[src/rtl/bist_engine.sv]
// Built-in self-test wrapper around an external arithmetic CUT: forwards operands in normal mode,
// runs LFSR pattern sessions with CRC compaction in test mode. Optional golden compare: BIST_GOLDEN_CMP_EN.
module bist_engine #(
    parameter int                   DW        = 8,
    parameter int                   RW        = 16,
    parameter int                   CNT_W     = 8,
    parameter int                   SIG_W     = 8,
    parameter logic [SIG_W-1:0]     SIG_POLY  = 8'h07,
    parameter logic [2*DW-1:0]      LFSR_TAPS = 16'hB400,
    parameter logic [2*DW-1:0]      LFSR_SEED = 16'h0001,
`ifdef BIST_GOLDEN_CMP_EN
    parameter logic [SIG_W-1:0]     GOLDEN_SIG = '0,
`endif
    parameter int                   N_PAT     = 255
) (
    input  logic          clk,
    input  logic          rst,
    input  logic [DW-1:0] a,
    input  logic [DW-1:0] b,
    input  logic          test,
    output logic [RW-1:0] out,
    output logic          done,
`ifdef BIST_GOLDEN_CMP_EN
    output logic          fail,
`endif
    output logic          cut_start,
    output logic [DW-1:0] cut_a,
    output logic [DW-1:0] cut_b,
    input  logic          cut_busy,
    input  logic [RW-1:0] cut_y
);

    typedef enum logic [2:0] {
        N_ISSUE,
        N_WAIT,
        T_SEED,
        T_ISSUE,
        T_WAIT,
        T_DONE
    } state_t;

    state_t            state_reg;
    logic              pend_reg;
    logic              test_q_reg;
    logic [CNT_W-1:0]  cnt_reg;
    logic [SIG_W-1:0]  sig_reg;
    logic [2*DW-1:0]   lfsr_reg;
    logic [15:0]       pat_reg;

    logic              tog;
    logic              op_complete;
    logic [CNT_W-1:0]  cnt_inc;
    logic [15:0]       pat_inc;
    logic              last_pat;
    logic [2*DW-1:0]   lfsr_next;
    logic [SIG_W-1:0]  sig_next;

    // Serial MSB-first CRC over the whole result word, unrolled into one cycle.
    function automatic logic [SIG_W-1:0] crc_update(input logic [SIG_W-1:0] s,
                                                    input logic [RW-1:0]    d);
        logic [SIG_W-1:0] c;
        logic             fb;
        c = s;
        for (int i = RW - 1; i >= 0; i--) begin
            fb = c[SIG_W-1] ^ d[i];
            c  = {c[SIG_W-2:0], 1'b0} ^ ({SIG_W{fb}} & SIG_POLY);
        end
        return c;
    endfunction

    assign tog       = test & ~test_q_reg;
    // The start-pulse cycle is skipped: busy is only valid from the following cycle.
    assign op_complete = ~cut_start & ~cut_busy;
    assign cnt_inc   = cnt_reg + CNT_W'(1);
    assign pat_inc   = pat_reg + 16'd1;
    assign last_pat  = (pat_inc == 16'(N_PAT));
    assign lfsr_next = {lfsr_reg[2*DW-2:0], ^(lfsr_reg & LFSR_TAPS)};
    assign sig_next  = crc_update(sig_reg, cut_y);

    always_ff @(posedge clk or negedge rst) begin
        if (!rst) begin
            state_reg  <= N_ISSUE;
            pend_reg   <= 1'b0;
            test_q_reg <= 1'b0;
            cnt_reg    <= '0;
            sig_reg    <= '0;
            lfsr_reg   <= LFSR_SEED;
            pat_reg    <= '0;
            out        <= '0;
            done       <= 1'b0;
            cut_start  <= 1'b0;
            cut_a      <= '0;
            cut_b      <= '0;
`ifdef BIST_GOLDEN_CMP_EN
            fail       <= 1'b0;
`endif
        end else begin
            test_q_reg <= test;
            cut_start  <= 1'b0;
            // Pending toggles accumulate; consumption points reload with the same-cycle toggle.
            pend_reg   <= pend_reg | tog;
            case (state_reg)
                N_ISSUE: begin
                    if (pend_reg) begin
                        pend_reg  <= tog;
                        state_reg <= T_SEED;
                    end else begin
                        cut_start <= 1'b1;
                        cut_a     <= a;
                        cut_b     <= b;
                        state_reg <= N_WAIT;
                    end
                end
                N_WAIT: begin
                    if (op_complete) begin
                        out <= cut_y;
                        if (pend_reg) begin
                            pend_reg  <= tog;
                            state_reg <= T_SEED;
                        end else begin
                            state_reg <= N_ISSUE;
                        end
                    end
                end
                T_SEED: begin
                    pend_reg  <= tog;
                    cnt_reg   <= cnt_inc;
                    sig_reg   <= '0;
                    lfsr_reg  <= LFSR_SEED;
                    pat_reg   <= '0;
                    done      <= 1'b0;
                    out       <= {cnt_inc, {SIG_W{1'b0}}};
`ifdef BIST_GOLDEN_CMP_EN
                    fail      <= 1'b0;
`endif
                    state_reg <= T_ISSUE;
                end
                T_ISSUE: begin
                    if (pend_reg) begin
                        pend_reg  <= tog;
                        state_reg <= N_ISSUE;
                    end else begin
                        cut_start      <= 1'b1;
                        {cut_a, cut_b} <= lfsr_reg;
                        lfsr_reg       <= lfsr_next;
                        state_reg      <= T_WAIT;
                    end
                end
                T_WAIT: begin
                    if (op_complete) begin
                        sig_reg <= sig_next;
                        pat_reg <= pat_inc;
                        out     <= {cnt_reg, sig_next};
                        if (pend_reg) begin
                            pend_reg  <= tog;
                            state_reg <= N_ISSUE;
                        end else if (last_pat) begin
                            done      <= 1'b1;
`ifdef BIST_GOLDEN_CMP_EN
                            fail      <= (sig_next != GOLDEN_SIG);
`endif
                            state_reg <= T_DONE;
                        end else begin
                            state_reg <= T_ISSUE;
                        end
                    end
                end
                T_DONE: begin
                    if (pend_reg) begin
                        pend_reg  <= tog;
                        done      <= 1'b0;
                        state_reg <= N_ISSUE;
                    end
                end
                default: state_reg <= N_ISSUE;
            endcase
        end
    end

endmodule

[config.mk]
export PLATFORM = sky130hd
export DESIGN_NAME = bist_engine
export DESIGN_NICKNAME = d
export VERILOG_FILES = /design/src/rtl/bist_engine.sv
export SDC_FILE = /design/constraint.sdc
export NUM_CORES = 1
export LEC_CHECK = 0
export CORE_MARGIN = 8
export CORE_UTILIZATION = 40
export CTS_CLUSTER_SIZE = 24
export DETAILED_ROUTE_END_ITERATION = 8
export SYNTH_ARGS = -nofsm -noshare
export SYNTH_HDL_FRONTEND = slang
export SYNTH_SLANG_ARGS = --single-unit
[constraint.sdc]
create_clock -name clk -period 5.81 [get_ports clk]
set_clock_uncertainty 0.15 [all_clocks]
set_input_delay 0.8715 -clock clk [delete_from_list [all_inputs] [get_ports clk]]
set_output_delay 0.8715 -clock clk [all_outputs]
set_load 0.01 [all_outputs]
==> summary.md, run 1 <==
| Metric | Value |
|---|---|
| Syn_nets | 544 |
| Maxcap violations | 0 |
| Share of post-route cells with drive strength above 1 | 0.0624 |
| CP Class | in2reg |
| Critical Path Sink Type | flip-flop |
| Clock sinks | 87 |
| RSZ-0062 raised after global routing | no |
| Synth Flop Type | dfrtp_1 |
| Finished Cell Area | 5740 µm² |
| Routability cong. | 0.839 |
| HP Class | reg2reg |
| First-pass GRT wire length | 19400 µm |
| Hpwl dp | 8140 µm |
| Mapped Area | between 4000 and 5000 µm² |
| Drt via density | 5.32 |
| CTS max path bufs | 2 |
| Final Max Slew Viols | 0 |
| # Post-CTS Setup Buffers | 0 |
| Startpoint types | primary input |
| GR Overflow Total | 0 |
| Worst VDD drop | roughly 0.00028 V |
| Pleak | 2.46 nW |
| Final Hold Vio Count | 0 |
| Finish-stage setup viols | 0 |
| Avg Inst Size Synth | 9.27 µm² |
| #FFs+latches synth | 87 |
| Synth Instances | 505 |
| Filler Cell Count | 1110 |
| Clock slew seen by the registers of the worst setup and hold paths | 0.07 ns |
| Die X | 124 µm |
| Fmax | 0.329 GHz |
| Worst-Margin Slew | 1.20 ns |
| Overall global routing resource usage | 0.158 |
| Ys async rst share | 1.00 |
| Post-route clock period utilization | 0.523 |
| Initial antenna violation count | 0 |
| Power Dens Cells | roughly 500 nW/µm² |
| Cell variety after synth | 52 |
| Drt first-iter violations | 240 |
| Worst EP arrival | 3.04 ns |
| H-Tree Depth | 3 |
| Critical Path RT | between 5 and 6 ns |
| Routed vias | 3747 |
| Power Total | 2.88 mW |
| Pin count of the biggest net entering global routing | 53 |
| Crit path max fanout | 32 |
| I/O Buffers | 69 |
| Reg2reg start | pat_reg[9] |
| # resized after CTS | 0 |
| Ant diodes | 0 |
| Max-slew headroom at the worst pin | 0.197 |
| IO Pins | 70 |
| Status | completed |
| Clock latency at the later pin of the worst-skew pair | between 0.3 and 0.4 ns |
| Remaining antenna violation count | 0 |
| Routed WL | ~11000 µm |
| Synth Warn # | 0 |
| Remaining DRCs | 0 |
| Number of nets in the layout | 595 |
| CTS Buf Count | 9 |
| Vias in the first global route | 3872 |
| # rows | 39 |
| TNS Setup | 0 ns |
| Clock root cell | clkbuf_16 |
| Core area | 11400 µm² |
| Initial Utilization | 0.410 |
| Post-synthesis sequential area ratio | 0.466 |
| Drt first pass iters | 4 |
| Die H | 124 µm |
| Crit. Startpoint | cut_busy |
| CTS tree | yes |
| Die ar. | 15400 µm² |
| Area Growth Syn to Fin | 22.6% |
| Avg WL per Cell | 16.1 µm |
| Tmin final | 3.04 ns |
| Min-delay src | test_q_reg |
| CTS Hold Bufs | 0 |
| Dpl cell area | 5430 µm² |
| Post-synth EDFFs | 0 |
-- placed cells by master (no fill, tap or decap), types with 3 or more instances in the layout --
master | Yosys | routed
nor2_1 | 45 | 44
nor3_1 | 5 | 5
buf_4 | 1 | 4
xnor2_1 | 34 | 34
a2bb2oi_1 | 3 | 3
xor2_1 | 10 | 10
nand4_1 | 7 | 7
clkdlybuf4s50_1 | 0 | 68
ha_1 | 3 | 3
inv_1 | 7 | 7
a221oi_1 | 4 | 4
nand3_1 | 16 | 16
and2_1 | 5 | 5
nand2_1 | 79 | 79
o21ai_0 | 68 | 68
a21boi_0 | 15 | 15
a31oi_1 | 8 | 8
a21oi_1 | 19 | 19
xnor3_1 | 5 | 5
clkbuf_16 | 0 | 9
and3_1 | 7 | 7
o31ai_1 | 12 | 12
dfrtp_1 | 86 | 86
a22oi_1 | 3 | 3
-- per-stage QoR --
step / utilization / hold slack [ns] / setup WS [ns] / instances
after CTS: 0.503 / 0.281 / 2.75 / 704
after global routing: 0.503 / 0.317 / 2.47 / 704
after detailed placement: 0.476 / 0.269 / 2.39 / 688
after global placement: 0.476 / 0.269 / 2.48 / 688
after floorplan: - / 0.250 / 3.23 / 505
final: 0.503 / 0.273 / 2.77 / 704
-- kinds of logic (layout without fill, tap and decap cells) --
group                    Yosys count  count (layout)  share of synthesized area
buffers and inverters             39              95                     0.0364
XOR/XNOR                          53              53                      0.124
multiplexers                       4               4                    0.00909
flip-flops                        87              87                      0.466
AND/OR/NAND/NOR                  177             177                      0.173
AO/OA/AOI/OAI                    142             142                      0.185
adder cells (fa/ha/maj)            3               3                    0.00802
-- layer usage --
| layer | share of wire | GRT usage |
|---|---|---|
| met1 | 0.46 | 0.204 |
| met2 | 0.47 | 0.250 |
| met3 | 0.066 | 0.0553 |
| met4 | 0.0072 | 0.0379 |
| met5 | 0 | 0 |
-- path summary, 6_finish.rpt --
kind | depth (start not counted) | to | slack (ns)
setup / recovery | 5 | out[9] | 2.77
hold / removal | 1 | pend_reg | 0.27
setup reg to reg | 6 | state_reg[1] | 2.86
hold reg to reg | 1 | pend_reg | 0.27
max in group asynchronous | 2 | sig_reg[3] | 4.16
min in group asynchronous | 1 | pat_reg[3] | 0.33
-- critical path, cell delays in order --
cell             delay [ns]
clkdlybuf4s50_1        0.42
nor2_1                 0.24
nand2_1                0.57
o21ai_2                0.72
a41oi_1                0.22
-- Yosys cell counts (8+ instances only) --
cell type,instances,area [µm²]
nand2_1,79,297
clkbuf_1,23,86.3
dfrtp_1,86,2150
a21boi_0,15,113
xnor2_1,34,298
o31ai_1,12,90.1
a21oi_1,19,95.1
a31oi_1,8,50.1
nor2_1,45,169
nand3_1,16,80.1
xor2_1,10,87.6
o21ai_0,68,340
-- area by class of cell --
class                   count  area, µm²  share of cell area
clock inverters             6       68.8              0.0120
well taps                 143        179              0.0312
inverters                   7       26.3             0.00458
clock buffers              10        239              0.0416
flip-flops and latches     87       2180               0.380
repair buffers             72        711               0.124
multi-input cells         379       2340               0.407
-- power by group --
part / switching (mW) / total (mW) / internal (mW)
logic: 0.685 / 1.35 / 0.666
registers: 0.150 / 0.936 / 0.786
clock network: 0.244 / 0.591 / 0.347
total: 1.08 / 2.88 / 1.80
Power figures use the tool's default switching activity.
==> inputs of run 2 (changes only) <==
clock period = 3.1 ns   (was 5.81 ns; I/O delays follow)
==> summary.md, run 2 (synthesis results as in run 1) <==
| Metric | Value |
|---|---|
| Tmin final | 2.87 ns |
| CP Class | reg2reg (was in2reg) |
| # Post-CTS Setup Buffers | 0 (unchanged) |
| Share of post-route cells with drive strength above 1 | 0.0707 (was 0.0624) |
| Critical Path RT | 3.18 ns (was 5.81 ns) |
| Most common cell after layout, fill and taps aside | dfrtp_1 (unchanged) |
| Avg WL per Cell | 16.3 µm (was 16.1 µm) |
| Max-slew headroom at the worst pin | 0.243 (was 0.197) |
| Initial antenna violation count | 0 (unchanged) |
| Area Growth Syn to Fin | 24.0% (was 22.6%) |
| Core area | 11400 µm² (unchanged) |
| H-Tree Depth | 3 (unchanged) |
| Reg2reg start | pat_reg[9] (unchanged) |
| Clock latency at the later pin of the worst-skew pair | 0.34 ns (about the same) |
| Overall global routing resource usage | 0.161 (was 0.158) |
| Status | completed (unchanged) |
| I/O Buffers | 69 (unchanged) |
| Number of nets in the layout | 600 (was 595) |
| Remaining antenna violation count | 0 (unchanged) |
| Startpoint types | flip-flop (was primary input) |
| RSZ-0062 raised after global routing | no (unchanged) |
| Fmax | 0.348 GHz |
| RR Endpoint | state_reg[1] (unchanged) |
| Worst VDD drop | 0.000598 V (was 0.000280 V) |
| Clock sinks | 87 (unchanged) |
| CTS Hold Bufs | 0 (unchanged) |
| WHS | 0.0523 ns (was 0.273 ns) |
| Drt first-iter violations | 224 (was 240) |
| Worst-Margin Slew | 1.13 ns (was 1.20 ns) |
| Clock root cell | clkbuf_16 (unchanged) |
| TNS Setup | 0 ns (unchanged) |
| First-pass GRT wire length | 19700 µm (was 19400 µm) |
| Layout Utilization | 0.508 (was 0.503) |
| Remaining DRCs | 0 (unchanged) |
| Initial Utilization | 0.410 (unchanged) |
| HP Class | in2async (was reg2reg) |
| Hpwl dp | 8250 µm (was 8140 µm) |
| Dpl cell area | 5480 µm² (was 5430 µm²) |
| Routed vias | 3758 (was 3747) |
| Post-route clock period utilization | 0.927 |
| Clock slew seen by the registers of the worst setup and hold paths | 0.06 ns (was 0.07 ns) |
| CTS tree | yes (unchanged) |
| Finished Cell Area | 5800 µm² (was 5740 µm²) |
| CTS Buf Count | 9 (unchanged) |
| Final Hold Vio Count | 0 (unchanged) |
| Die ar. | 15400 µm² (unchanged) |
| Power Dens Cells | 946 nW/µm² (was 501 nW/µm²) |
| Ant diodes | 0 (unchanged) |
| Maxcap violations | 0 (unchanged) |
| Die X | 124 µm (unchanged) |
| Drt first pass iters | 4 (unchanged) |
| FF-to-FF path depth | 6 (unchanged) |
| Commonest non-fill, non-tap cells in the layout | 86 x dfrtp_1, 79 x nand2_1, 68 x o21ai_0, 68 x clkdlybuf4s50_1, 44 x nor2_1 (unchanged) |
| Reg-to-reg setup timing slack | 0.23 ns (was 2.86 ns) |
| Pleak | 2.50 nW (was 2.46 nW) |
| CTS max path bufs | 2 (unchanged) |
| Finish-stage setup viols | 0 (unchanged) |
| Routability cong. | 0.859 (was 0.839) |
| IO Pins | 70 (unchanged) |
| Crit. Startpoint | pat_reg[9] (was cut_busy) |
| Pin count of the biggest net entering global routing | 58 (was 53) |
| Die H | 124 µm (unchanged) |
| Final Max Slew Viols | 0 (unchanged) |
| Drt via density | 5.30 (was 5.32) |
| Critical Path Sink Type | flip-flop (unchanged) |
| # rows | 39 (unchanged) |
| GR Overflow Total | 0 (unchanged) |
| Vias in the first global route | 3829 (was 3872) |
| Routed WL | 11600 µm (was 11300 µm) |
| Crit path max fanout | 11 (was 32) |
| Worst EP arrival | 2.95 ns (was 3.04 ns) |
| # resized after CTS | 0 (unchanged) |
## run 2: through the flow
stage	instances	total power, mW	setup WS [ns]
floorplan	505	3.46	0.544
global placement	693	4.32	0.271
detailed placement	693	4.37	0.234
CTS	709	5.56	0.254
global route	709	5.89	0.102
finish	709	5.49	0.226
## run 2: how the worst max path moves through the flow
| stage | endpoint | slack (ns) |
|---|---|---|
| after CTS | state_reg[1] | 0.25 |
| after global placement | out[5] | 0.27 |
| after detailed placement | out[5] | 0.23 |
| after floorplan | state_reg[1] | 0.54 |
| after global routing | state_reg[1] | 0.10 |
| final | state_reg[1] | 0.23 |
## run 2: layer usage
| layer | GRT usage | part of all wire | wire length (µm) | up-vias |
|---|---|---|---|---|
| li1 | - | - | - | 1865 |
| met1 | 0.215 | 0.47 | 5450 | 1788 |
| met2 | 0.250 | 0.45 | 5210 | 93 |
| met3 | 0.0476 | 0.067 | 778 | 12 |
| met4 | 0.0446 | 0.011 | 125 | 0 |
| met5 | 0 | 0 | 0 | - |
## run 2: critical path, stage by stage (launching register included)
cell	delay, ns
dfrtp_1	0.51
nand4_1	0.22
nor4_1	0.53
xor2_1	0.11
or4_1	0.42
or4_4	0.57
a22o_1	0.25
## run 2: final cells by class
| type | instances | area (µm²) |
|---|---|---|
| repair buffers | 77 | 761 |
| inverters | 7 | 26.3 |
| flip-flops and latches | 87 | 2180 |
| multi-input cells | 379 | 2340 |
| well taps | 143 | 179 |
| fillers | 1060 | 5610 |
| clock inverters | 6 | 83.8 |
| clock buffers | 10 | 239 |
## run 2: report_power, final
group | switching [mW] | leakage (nW) | internal [mW]
Combinational | 1.30 | 1.21 | 1.27
Sequential | 0.276 | 1.13 | 1.47
Clock | 0.443 | 0.162 | 0.725
==> inputs of run 3 (changes only) <==
CTS_CLUSTER_DIAMETER = 60   (was unset)
==> results of run 3 <==
Final layout, timing and power as in run 2 (identical DEF).
